[src/rtl/wallace_pkg.sv]
// Shared helpers for the pipelined Wallace multiplier: partial-product count,
// CSA tree depth, and the fixed pipeline latency.
package wallace_pkg;

    localparam int LAT = 3;

    // Radix-4 digits: two multiplier bits per partial product.
    function automatic int npp(input int nbits);
        return nbits / 2;
    endfunction

    // Rows left after 'lvl' levels of 3:2 compression starting from n rows.
    function automatic int rows_after(input int n, input int lvl);
        int r;
        r = n;
        for (int i = 0; i < lvl; i++) begin
            r = 2 * (r / 3) + (r % 3);
        end
        return r;
    endfunction

    // Number of 3:2 levels needed to bring n rows down to two.
    function automatic int csa_levels(input int n);
        int r;
        int l;
        r = n;
        l = 0;
        while (r > 2) begin
            r = 2 * (r / 3) + (r % 3);
            l++;
        end
        return l;
    endfunction

endpackage

[src/rtl/wallace_mult_pipe_csa_row.sv]
// One row of 3:2 carry-save compression built from single-bit full adders.
// carry_o is returned unshifted; the caller aligns it one place up.
module full_adder_1bit (
    input  logic x_i,
    input  logic y_i,
    input  logic z_i,
    output logic s_o,
    output logic c_o
);
    assign s_o = x_i ^ y_i ^ z_i;
    assign c_o = (x_i & y_i) | (x_i & z_i) | (y_i & z_i);
endmodule

module csa_row #(
    parameter int W = 8
) (
    input  logic [W-1:0] x_i,
    input  logic [W-1:0] y_i,
    input  logic [W-1:0] z_i,
    output logic [W-1:0] sum_o,
    output logic [W-1:0] carry_o
);
    for (genvar i = 0; i < W; i++) begin : g_fa
        full_adder_1bit u_fa (
            .x_i (x_i[i]),
            .y_i (y_i[i]),
            .z_i (z_i[i]),
            .s_o (sum_o[i]),
            .c_o (carry_o[i])
        );
    end
endmodule

[src/rtl/wallace_mult_pipe.sv]
// Three-stage pipelined unsigned multiplier: radix-4 partial products (S1),
// generate-built Wallace CSA tree (S2), final carry-propagate add (S3).
// A single global stall freezes every stage while the output is blocked.
// Optional macro WALLACE_MAC_EN adds acc_clr and a running accumulator in S3.
module wallace_mult_pipe
    import wallace_pkg::*;
#(
    parameter int MBITS = 12,
    parameter int NBITS = 8
) (
    input  logic                   clk,
    input  logic                   rst,
    input  logic                   in_valid,
    output logic                   in_ready,
    input  logic [MBITS-1:0]       a,
    input  logic [NBITS-1:0]       b,
`ifdef WALLACE_MAC_EN
    input  logic                   acc_clr,
`endif
    output logic                   out_valid,
    input  logic                   out_ready,
    output logic [MBITS+NBITS-1:0] result
);
    localparam int PW     = MBITS + NBITS;
    localparam int NPP    = npp(NBITS);
    localparam int LEVELS = csa_levels(NPP);

    if ((NBITS % 2) != 0 || NBITS < 4) begin : g_bad_nbits
        $error("wallace_mult_pipe: NBITS must be even and >= 4");
    end
    if (MBITS < 2) begin : g_bad_mbits
        $error("wallace_mult_pipe: MBITS must be >= 2");
    end

    // Handshake: a beat moves on a cycle with valid & ready. The whole pipe
    // stalls only when S3 holds a result the consumer is not taking.
    logic stall;
    assign stall     = out_valid & ~out_ready;
    assign in_ready  = ~stall;

    logic          s1_v_q, s2_v_q, s3_v_q;
    logic [PW-1:0] rows_d [NPP];
    logic [PW-1:0] rows_q [NPP];
    logic [PW-1:0] sum_q, carry_q;
    logic [PW-1:0] result_d, result_q;
    logic [PW-1:0] prod;

    // ---------------- S1: radix-4 partial products ----------------
    logic [MBITS+1:0] a3;
    assign a3 = {2'b00, a} + {1'b0, a, 1'b0};

    for (genvar k = 0; k < NPP; k++) begin : g_pp
        logic [1:0]       dig;
        logic [MBITS+1:0] pp;
        assign dig = b[2*k+1:2*k];
        // Select a*digit from the precomputed multiples.
        always_comb begin
            case (dig)
                2'd0:    pp = '0;
                2'd1:    pp = {2'b00, a};
                2'd2:    pp = {1'b0, a, 1'b0};
                default: pp = a3;
            endcase
        end
        assign rows_d[k] = PW'(pp) << (2 * k);
    end

`ifdef WALLACE_MAC_EN
    logic s1_clr_q, s2_clr_q;
    logic in_clr;
    assign in_clr = acc_clr;
`else
    logic in_clr;
    assign in_clr = 1'b1;
`endif

    // S1 register: stage valid plus the aligned partial-product rows.
    always_ff @(posedge clk or posedge rst) begin
        if (rst) begin
            s1_v_q <= 1'b0;
            rows_q <= '{default: '0};
        end else if (!stall) begin
            s1_v_q <= in_valid;
            if (in_valid) rows_q <= rows_d;
        end
    end

    // ---------------- S2: Wallace CSA tree ----------------
    logic [PW-1:0] lvl [LEVELS+1][NPP];

    for (genvar k = 0; k < NPP; k++) begin : g_l0
        assign lvl[0][k] = rows_q[k];
    end

    for (genvar l = 0; l < LEVELS; l++) begin : g_lvl
        localparam int CNT = rows_after(NPP, l);
        localparam int NG  = CNT / 3;
        localparam int NXT = rows_after(NPP, l + 1);
        for (genvar g = 0; g < NG; g++) begin : g_csa
            logic [PW-1:0] s, c;
            csa_row #(.W(PW)) u_row (
                .x_i     (lvl[l][3*g]),
                .y_i     (lvl[l][3*g+1]),
                .z_i     (lvl[l][3*g+2]),
                .sum_o   (s),
                .carry_o (c)
            );
            assign lvl[l+1][2*g]   = s;
            // Carry weight is one bit higher; the bit shifted past PW-1 is
            // dropped because the product always fits in PW bits.
            assign lvl[l+1][2*g+1] = c << 1;
        end
        for (genvar r = 0; r < CNT - 3 * NG; r++) begin : g_pass
            assign lvl[l+1][2*NG+r] = lvl[l][3*NG+r];
        end
        for (genvar u = NXT; u < NPP; u++) begin : g_zero
            assign lvl[l+1][u] = '0;
        end
    end

    // S2 register: the reduced sum/carry pair.
    always_ff @(posedge clk or posedge rst) begin
        if (rst) begin
            s2_v_q  <= 1'b0;
            sum_q   <= '0;
            carry_q <= '0;
        end else if (!stall) begin
            s2_v_q <= s1_v_q;
            if (s1_v_q) begin
                sum_q   <= lvl[LEVELS][0];
                carry_q <= lvl[LEVELS][1];
            end
        end
    end

    // ---------------- S3: final add (and optional accumulate) ----------------
    assign prod = sum_q + carry_q;

`ifdef WALLACE_MAC_EN
    logic [PW-1:0] acc_q;
    logic [PW-1:0] acc_base;
    // If S3 is occupied its beat is leaving this cycle, so it is the newest
    // departed result; otherwise the last departed result is in acc_q.
    assign acc_base = s3_v_q ? result_q : acc_q;
    assign result_d = s2_clr_q ? prod : acc_base + prod;

    // acc_clr travels with its beat through S1 and S2.
    always_ff @(posedge clk or posedge rst) begin
        if (rst) begin
            s1_clr_q <= 1'b0;
            s2_clr_q <= 1'b0;
        end else if (!stall) begin
            if (in_valid) s1_clr_q <= in_clr;
            if (s1_v_q)   s2_clr_q <= s1_clr_q;
        end
    end

    // Accumulator captures each result as it leaves S3.
    always_ff @(posedge clk or posedge rst) begin
        if (rst) begin
            acc_q <= '0;
        end else if (s3_v_q && out_ready) begin
            acc_q <= result_q;
        end
    end
`else
    logic unused_clr;
    assign unused_clr = in_clr;
    assign result_d   = prod;
`endif

    // S3 register: product (or accumulated sum) presented to the consumer.
    always_ff @(posedge clk or posedge rst) begin
        if (rst) begin
            s3_v_q   <= 1'b0;
            result_q <= '0;
        end else if (!stall) begin
            s3_v_q <= s2_v_q;
            if (s2_v_q) result_q <= result_d;
        end
    end

    assign out_valid = s3_v_q;
    assign result    = result_q;

endmodule

[config.mk]
export PLATFORM = sky130hd
export DESIGN_NAME = wallace_mult_pipe
export DESIGN_NICKNAME = d
export VERILOG_FILES = /design/src/rtl/wallace_pkg.sv /design/src/rtl/wallace_mult_pipe_csa_row.sv /design/src/rtl/wallace_mult_pipe.sv
export SDC_FILE = /design/constraint.sdc
export NUM_CORES = 1
export LEC_CHECK = 0
export BUFFER_PORTS_ARGS = -buffer_cell sky130_fd_sc_hd__buf_2
export CAP_MARGIN = 10
export CORE_MARGIN = 2
export CORE_UTILIZATION = 60
export CTS_CLUSTER_SIZE = 24
export DETAILED_ROUTE_END_ITERATION = 7
export GPL_TIMING_DRIVEN = 0
export PLACE_DENSITY = 0.89
export RECOVER_POWER = 100
export SLEW_MARGIN = 20
export SYNTH_ARGS = -nofsm -noshare
export SYNTH_HDL_FRONTEND = slang
export SYNTH_SLANG_ARGS = --single-unit
[constraint.sdc]
create_clock -name clk -period 10.2 [get_ports clk]
set_input_delay 1.02 -clock clk [delete_from_list [all_inputs] [get_ports clk]]
set_output_delay 1.02 -clock clk [all_outputs]
set_load 0.02 [all_outputs]
==> results of run 1 <==
tightest hold or removal path, delay by kind of cell (launching register included):
family | cells | cell delay, ps
DFF | 1 | 340
AOI/OAI and AO/OA | 1 | 60
and+or+nand+nor | 1 | 40
state kept, by name, summed over array words and instances, names as in the netlist:
name       cells
s1_v_q         1
out_valid      1
sum_q         20
result        20
lvl           56
carry_q       15
s2_v_q         1
cell type report:
cell class / count / area share (%)
Clock buffer: 23 / 6.36
Clock inverter: 9 / 1.61
Multi-Input combinational cell: 523 / 47.5
Sequential cell: 114 / 36.4
Buffer: 47 / 2.45
Tap cell: 143 / 2.29
Timing Repair Buffer: 41 / 2.22
Inverter: 23 / 1.12
metal layers:
metal / GRT usage [%] / up-vias
met1: 38.2 / 2801
met4: 12.6 / 0
met3: 7.16 / 55
met2: 52.8 / 362
li1: - / 2641
met5: 0 / -
cells in the final DEF, fill, tap and decap left out, types with 7 or more instances in the layout:
cell         n
a21oi_1     57
buf_2       16
o22ai_1      8
a221oi_1    25
buf_1        7
o21ai_0     44
nor2b_1     11
dfrtp_1    114
inv_1       22
xnor2_1      9
ha_1        35
mux2_2      45
clkbuf_1    64
nor3_1       9
nand2_1     86
o211ai_1     7
nand3_1     12
clkbuf_16   17
fa_1        23
nor2_1      70
xor2_1      11
worst max-delay path by stage:
stage,end,slack [ps],depth (start not counted)
5_1_grt,lvl[112]$_DFFE_PP0P_,3720,3
2_1_floorplan,carry_q[10]$_DFFE_PP0P_,6160,1
3_5_place_dp,lvl[211]$_DFFE_PP0P_,6690,9
3_3_place_gp,lvl[185]$_DFFE_PP0P_,5110,2
6_report,lvl[110]$_DFFE_PP0P_,4840,3
4_1_cts,lvl[211]$_DFFE_PP0P_,7060,9
through the flow:
step / area, um^2 / std cells / utilization, % / hold WS, ps
finish: 7830 / 923 / 69.2 / 474
global route: 7830 / 923 / 69.2 / 497
CTS: 7920 / 923 / 70.0 / 477
detailed placement: 7300 / 891 / 64.5 / 456
global placement: 7270 / 890 / 64.2 / 450
floorplan: 6890 / 707 / - / 432
power by group through the flow:
stage / logic (uW) / registers, uW / clock network [uW]
2_1_floorplan: 697 / 760 / 0
3_3_place_gp: 946 / 730 / 0
3_5_place_dp: 993 / 742 / 0
4_1_cts: 1020 / 740 / 620
5_1_grt: 1120 / 764 / 639
6_report: 1010 / 743 / 623
cells by family (layout without fill, tap and decap cells):
| kind of cell | Yosys count | after routing |
|---|---|---|
| flip-flops | 114 | 114 |
| XOR/XNOR | 20 | 20 |
| buffers and inverters | 70 | 143 |
| AO/OA/AOI/OAI | 184 | 184 |
| multiplexers | 50 | 50 |
| AND/OR/NAND/NOR | 211 | 211 |
| adder cells (fa/ha/maj) | 58 | 58 |
==> results.sh, run 1 <==
export IMPL_startpoint_type="input port"
export IMPL_register_area_um2=2850
export IMPL_seqPwrFrac_pct=31.3
export IMPL_comb_power_share_pct=42.5
export IMPL_synth_compound_area_share_pct=17.4
export IMPL_r2r_start="carry_q[4]$_DFFE_PP0P_"
export IMPL_run_status="complete, but fails checks"
export IMPL_yosysMostFrequentCell="dfrtp_1"
export IMPL_power_density_nw_per_um2=304
export IMPL_critPathLaunch="rst"
export IMPL_hp_start="result[6]$_DFFE_PP0P_"
export IMPL_overflow=0
export IMPL_slew_violations=117
export IMPL_crit_fanout=74
export IMPL_antenna_found_initial=0
export IMPL_rsz0062_at_grt="false"
export IMPL_syn_area_um2=6890
export IMPL_violations="max-capacitance violations, max-slew violations"
export IMPL_fin_crit_sh_pct=52.6
export IMPL_r2r_end="result[14]$_DFFE_PP0P_"
export IMPL_clockPowerShare_pct=26.2
export IMPL_ys_flop_type="dfrtp_1"
export IMPL_critPathMaxStageDelay_ps=2780
export IMPL_place_hpwl_mm=13.2
export IMPL_drive_gt1_share_pct=12.4
export IMPL_yosysWarnings=0
export IMPL_fill_cells=839
export IMPL_die_h_um=111
export IMPL_critPathBufInv=3
export IMPL_first_pass_iters=8
export IMPL_fin_nets=849
export IMPL_grt_pass1_vias=5968
export IMPL_hold_path_end="result[6]$_DFFE_PP0P_"
export IMPL_synth_avg_cell_area_um2=9.74
export IMPL_drtIter0Drc=713
export IMPL_max_cap_violations=2
export IMPL_multiInputGateArea_um2=3720
export IMPL_hp_class="flop to flop"
export IMPL_post_cts_setup_buffers=0
export IMPL_synth_adder_area_share_pct=13.0
export IMPL_ctsResizeCount=0
export IMPL_cellLeakagePower_uw=0.00343
export IMPL_synth_top_family_by_area="compound AO/OA/AOI/OAI gates"
export IMPL_antenna_cells=0
export IMPL_synth_top_area_share_pct=41.4
export IMPL_setup_ws_ps=4840
export IMPL_drc=0
export IMPL_met3_length_mm=1.66
export IMPL_worstSkewPairLatency_ps=420
export IMPL_finalHoldViolations=0
export IMPL_fin_setup_tns_ps=0
export IMPL_p_sw_uw=921
export IMPL_met1_length_mm=7.34
export IMPL_wl_met2_mm=9.24
export IMPL_peakVddDrop_uv=199
export IMPL_required_ps=9830
export IMPL_cts_buffers=17
export IMPL_die_area_um2=12400
export IMPL_yosys_cell_types_count=51
export IMPL_tritoncts="done"
export IMPL_tritoncts_num_sinks=114
export IMPL_layout_area_overhead_vs_synth_pct=13.7
export IMPL_async_flop_share_pct=100
export IMPL_yosys_area_top_type="dfrtp_1"
export IMPL_crit_type="input port to async pin"
export IMPL_gp_congestion=0.970
export IMPL_viasPerCell=6.35
export IMPL_synth_mux_area_share_pct=8.10
export IMPL_root_buffer="clkbuf_16"
export IMPL_ant_nets=0
export IMPL_yosys_area_share_simple_pct=13.3
export IMPL_ys_seq_area_share_pct=41.4
export IMPL_cts_path_max_buffers=2
export IMPL_coreArea_um2=11300
export IMPL_fp_row_count=39
export IMPL_finalClockSkew_ps=8.85
export IMPL_finalSetupViolations=0
export IMPL_synth_common_cells="114 x dfrtp_1, 86 x nand2_1, 70 x nor2_1, 57 x a21oi_1, 46 x mux2_2"
export IMPL_port_buffers=40
export IMPL_tightest_slew_ps=3860
export IMPL_grt_pass1_wl_mm=30.2
export IMPL_worstPathArrival_ps=4990
export IMPL_path_cells="buf_2, clkinvlp_2, clkbuf_1"
export IMPL_synth_area_leaders="dfrtp_1 41%, mux2_2 7.5%, fa_1 6.7%, ha_1 6.4%, nand2_1 4.7%"
export IMPL_die_w_um=111
export IMPL_initial_core_util_pct=60.8
export IMPL_regToRegSetupSlack_ps=7750
export IMPL_max_slew_margin_pct=-157
export IMPL_synth_edff_count=0
export IMPL_syn_num_nets=789
export IMPL_dp_slack_ps=6690
export IMPL_p_int_uw=1460
export IMPL_synthXorXnorAreaFrac_pct=2.54
export IMPL_swShare_pct=38.7
export IMPL_cp_end_kind="async pin"
export IMPL_wl_per_cell_um=20.3
export IMPL_yosys_register_bits=114
export IMPL_cts_max_level=4
export IMPL_grt_max_degree=75
export IMPL_wirelength_mm=18.7
export IMPL_holdPathStages=2
export IMPL_reg2reg_depth=8
export IMPL_fmax_ghz=0.186
export IMPL_crit_family="buffers and inverters"
export IMPL_vias=5859
export IMPL_top_layer="met4"
export IMPL_finalPower_uw=2380
export IMPL_cts_hold_buf=0
export IMPL_layout_min_cycle_time_ps=5360
export IMPL_clk_pin_slew_ps=50
export IMPL_grtUsageTotal_pct=31.0
export IMPL_ios=46
export IMPL_cp_slowest_cell="clkbuf_1"
export IMPL_synthCells=707
Note: power is estimated with default switching activity, not from simulation.
==> run 2: changes to the inputs <==
- clock period: 10.2 -> 5.3 ns (I/O delays scaled with it)
==> results.sh, run 2 (same netlist as run 1, synthesis figures left out) <==
export IMPL_worstPathArrival_ps=3180
export IMPL_port_buffers=40
export IMPL_antenna_found_initial=0
export IMPL_wirelength_mm=18.7
export IMPL_final_common_cell="dfrtp_1"
export IMPL_finalSetupViolations=0
export IMPL_cp_end_kind="async pin"
export IMPL_cellLeakagePower_uw=0.00343
export IMPL_power_density_nw_per_um2=584
export IMPL_grtUsageTotal_pct=31.0
export IMPL_hp_class="flop to flop"
export IMPL_die_area_um2=12400
export IMPL_drtIter0Drc=725
export IMPL_gp_congestion=0.970
export IMPL_violations="max-capacitance violations, max-slew violations"
export IMPL_die_w_um=111
export IMPL_crit_type="input port to async pin"
export IMPL_cts_max_level=4
export IMPL_fp_row_count=39
export IMPL_fin_setup_tns_ps=0
export IMPL_cts_buffers=17
export IMPL_hp_start="result[6]$_DFFE_PP0P_"
export IMPL_cts_hold_buf=0
export IMPL_ctsResizeCount=0
export IMPL_layout_common_cells="114 x dfrtp_1, 86 x nand2_1, 70 x nor2_1"
export IMPL_vias=5880
export IMPL_cts_path_max_buffers=2
export IMPL_reg2reg_depth=8
export IMPL_crit_fanout=74
export IMPL_grt_max_degree=75
export IMPL_layout_area_overhead_vs_synth_pct=13.6
export IMPL_hold_path_end="result[6]$_DFFE_PP0P_"
export IMPL_drc=0
export IMPL_slew_violations=117
export IMPL_finalClockSkew_ps=9.52
export IMPL_finalHoldViolations=0
export IMPL_startpoint_type="input port"
export IMPL_max_cap_violations=2
export IMPL_peakVddDrop_uv=380
export IMPL_r2r_start="carry_q[4]$_DFFE_PP0P_"
export IMPL_ant_nets=0
export IMPL_place_hpwl_mm=13.2
export IMPL_dpl_cell_area_um2=7300
export IMPL_overflow=0
export IMPL_max_slew_margin_pct=-22.1
export IMPL_initial_core_util_pct=60.8
export IMPL_rsz0062_at_grt="false"
export IMPL_fmax_ghz=0.333
export IMPL_coreArea_um2=11300
export IMPL_fin_nets=849
export IMPL_fill_cells=839
export IMPL_tritoncts="done"
export IMPL_tightest_slew_ps=1820
export IMPL_wl_per_cell_um=20.3
export IMPL_run_status="complete, but fails checks"
export IMPL_root_buffer="clkbuf_16"
export IMPL_grt_pass1_vias=5968
export IMPL_tritoncts_num_sinks=114
export IMPL_drive_gt1_share_pct=12.4
export IMPL_regToRegSetupSlack_ps=2850
export IMPL_post_cts_setup_buffers=0
export IMPL_holdPathStages=2
export IMPL_grt_pass1_wl_mm=30.2
export IMPL_first_pass_iters=7
export IMPL_r2r_end="result[14]$_DFFE_PP0P_"
export IMPL_antenna_cells=0
export IMPL_required_ps=5480
export IMPL_largest_reg_flops=56
export IMPL_fin_area_um2=7830
export IMPL_clk_pin_slew_ps=50
export IMPL_fin_crit_sh_pct=56.6
export IMPL_worstSkewPairLatency_ps=420
export IMPL_layout_min_cycle_time_ps=3000
export IMPL_viasPerCell=6.37
export IMPL_ios=46
export IMPL_die_h_um=111
[run 2: cell counts in the layout (fill, tap and decap cells not counted)]
Identical to the previous run, type by type.
[run 2: stage by stage]
step                      cells  util [%]  power (uW)  hold slack (ps)  setup slack (ps)
after detailed placement    891      64.5        3340              456              2280
after global routing        923      69.1        4850              497              1640
after global placement      890      64.2        3230              450               702
final                       923      69.1        4570              474              2300
after floorplan             707         -        2800              432              1750
after CTS                   923      70.0        4590              133              2650
[run 2: worst max-delay path by stage]
stage	slack, ps	start	end
after global routing	1640	rst	lvl[112]$_DFFE_PP0P_
after floorplan	1750	rst	carry_q[10]$_DFFE_PP0P_
after global placement	700	rst	lvl[185]$_DFFE_PP0P_
final	2300	rst	carry_q[10]$_DFFE_PP0P_
after CTS	2650	a[1]	lvl[211]$_DFFE_PP0P_
after detailed placement	2280	a[1]	lvl[211]$_DFFE_PP0P_
[run 2: power breakdown]
group	switching [uW]	leakage (uW)	internal, uW	total, uW
Sequential	228	0.00138	1200	1430
Clock	400	0.000309	798	1200
Combinational	1140	0.00174	801	1940
Total	1770	0.00343	2800	4570
[run 2: metal layers]
layer / global-route usage, % / up-vias / wire length [um]
met4: 12.6 / 0 / 551
li1: - / 2640 / -
met3: 7.16 / 63 / 1610
met1: 38.2 / 2823 / 7360
met2: 52.8 / 354 / 9200
met5: 0 / - / 0
[run 2: area by class of cell]
cell class,count,area [um^2],area share [%]
plain buffers,47,191,2.45
clock buffers,23,498,6.36
clock inverters,9,126,1.61
inverters,23,87.6,1.12
multi-input cells,523,3720,47.5
flip-flops and latches,114,2850,36.5
well taps,143,179,2.29
repair buffers,41,175,2.24
[run 2: worst max-delay path, stage by stage]
cell	delay, ps
buf_2	100
clkinvlp_2	1030
clkbuf_2	1450
==> run 3: changes to the inputs <==
- CORE_UTILIZATION: 60 -> 55
- PLACE_DENSITY: 0.89 -> 0.86
- clock period: 5.3 -> 2.5 ns (I/O delays scaled with it)
==> results.sh, run 3 (same netlist as run 1, synthesis figures left out) <==
export IMPL_grt_pass1_wl_mm=29.0
export IMPL_wl_per_cell_um=19.1
export IMPL_port_buffers=40
export IMPL_crit_fanout=11
export IMPL_cts_buffers=17
export IMPL_regToRegSetupSlack_ps=140
export IMPL_cellLeakagePower_uw=0.00342
export IMPL_vias=5774
export IMPL_die_w_um=116
export IMPL_cts_max_level=4
export IMPL_grt_pass1_vias=5700
export IMPL_final_core_util_pct=64.6
export IMPL_fin_crit_sh_pct=96.0
export IMPL_grtUsageTotal_pct=28.4
export IMPL_place_hpwl_mm=13.1
export IMPL_viasPerCell=6.08
export IMPL_max_slew_margin_pct=14.6
export IMPL_gp_congestion=1.01
export IMPL_worstSkewPairLatency_ps=410
export IMPL_cts_path_max_buffers=2
export IMPL_finalSetupViolations=0
export IMPL_coreArea_um2=12100
export IMPL_layout_common_cells="114 x dfrtp_1, 86 x nand2_1, 70 x nor2_1"
export IMPL_cp_end_kind="flop"
export IMPL_fp_row_count=40
export IMPL_tightest_slew_ps=1270
export IMPL_initial_core_util_pct=56.9
export IMPL_antenna_found_initial=0
export IMPL_tritoncts_num_sinks=114
export IMPL_grt_max_degree=35
export IMPL_first_pass_iters=8
export IMPL_ios=46
export IMPL_critPathLaunch="a[1]"
export IMPL_overflow=0
export IMPL_r2r_start="carry_q[4]$_DFFE_PP0P_"
export IMPL_power_density_nw_per_um2=1200
export IMPL_die_h_um=116
export IMPL_path_cells="clkbuf_1, ha_1, fa_1, a21oi_1, o211ai_1, a221oi_2, xnor2_1, o221ai_1, o21ai_0"
export IMPL_layout_min_cycle_time_ps=2400
export IMPL_finalPower_uw=9400
export IMPL_fmax_ghz=0.417
export IMPL_wirelength_mm=18.1
export IMPL_drive_gt1_share_pct=12.8
export IMPL_hp_class="input port to flop"
export IMPL_hp_start="a[5]"
export IMPL_drc=0
export IMPL_fin_setup_tns_ps=0
export IMPL_critPathMaxStageDelay_ps=400
export IMPL_run_status="finished, final reports clean"
export IMPL_clk_pin_slew_ps=50
export IMPL_finalHoldViolations=0
export IMPL_crit_type="input port to flop"
export IMPL_die_area_um2=13400
export IMPL_max_cap_violations=0
export IMPL_drtIter0Drc=714
export IMPL_required_ps=2830
export IMPL_final_common_cell="dfrtp_1"
export IMPL_startpoint_type="input port"
export IMPL_rsz0062_at_grt="false"
export IMPL_layout_area_overhead_vs_synth_pct=13.7
export IMPL_fin_nets=852
export IMPL_antenna_cells=0
export IMPL_worstPathArrival_ps=2730
export IMPL_peakVddDrop_uv=632
export IMPL_finalClockSkew_ps=6.04
export IMPL_ant_nets=0
export IMPL_largest_reg_flops=56
export IMPL_root_buffer="clkbuf_16"
export IMPL_fill_cells=1012
export IMPL_multiInputGateArea_um2=3740
export IMPL_post_cts_setup_buffers=0
export IMPL_slew_violations=0
export IMPL_tritoncts="done"
export IMPL_register_area_um2=2850
export IMPL_cp_slowest_cell="fa_1"
==> run 3: changes by cell type in the layout (fill, tap and decap cells not counted), moves of 2 or more <==
cell       change
a221oi_1       -2
a221oi_2       +2
bufinv_16      -3
clkbuf_1       +2
clkinv_2       +2
mux2_1         +2
mux2_2         -2
==> run 3: timing repair <==
| item | in CTS | in global routing |
|---|---|---|
| resized for setup | 0 | 0 |
| hold buffers | 1 | 0 |
| hold endpoints to repair | 30 | 0 |
==> run 3: worst max-delay path, delay by kind of cell <==
family | cells | cell delay (ps)
compound gates | 5 | 1230
fa+ha+maj | 2 | 700
xor+xnor | 1 | 320
buf+inv | 1 | 230
==> run 3: cell type report <==
cell class	count	share of cell area, %
clock buffers	25	6.33
inverters	23	1.12
multi-input cells	523	47.8
plain buffers	47	2.46
flip-flops and latches	114	36.4
clock inverters	6	0.384
repair buffers	44	2.78
well taps	168	2.68
==> run 3: metal layers <==
| layer | track usage, % | part of all wire, % |
|---|---|---|
| met1 | 36.7 | 40 |
| met2 | 47.8 | 48 |
| met3 | 6.38 | 8.7 |
| met4 | 9.60 | 2.7 |
| met5 | 0 | 0 |
==> run 3: final timing paths <==
check                                    endpoint  cells after the start
max in group asynchronous    lvl[197]$_DFFE_PP0P_                      5
setup / recovery             lvl[211]$_DFFE_PP0P_                      9
min in group asynchronous  result[16]$_DFFE_PP0P_                      3
hold reg to reg             result[5]$_DFFE_PP0P_                      2
setup reg to reg           result[14]$_DFFE_PP0P_                      8
hold / removal               lvl[226]$_DFFE_PP0P_                      3
==> run 3: per-stage QoR <==
| step | setup slack, ps | hold WS, ps | instance area [um^2] | cells |
|---|---|---|---|---|
| floorplan | 414 | 418 | 6890 | 707 |
| global placement | -16.8 | 445 | 7300 | 915 |
| detailed placement | -69.7 | 377 | 7370 | 918 |
| CTS | 132 | 248 | 7900 | 950 |
| global route | 2.69 | 293 | 7830 | 950 |
| finish | 99.6 | 267 | 7830 | 950 |
==> run 3: report_power, final <==
part           switching [uW]  internal (uW)
Combinational            2460           1750
Sequential                489           2550
Clock                     802           1350
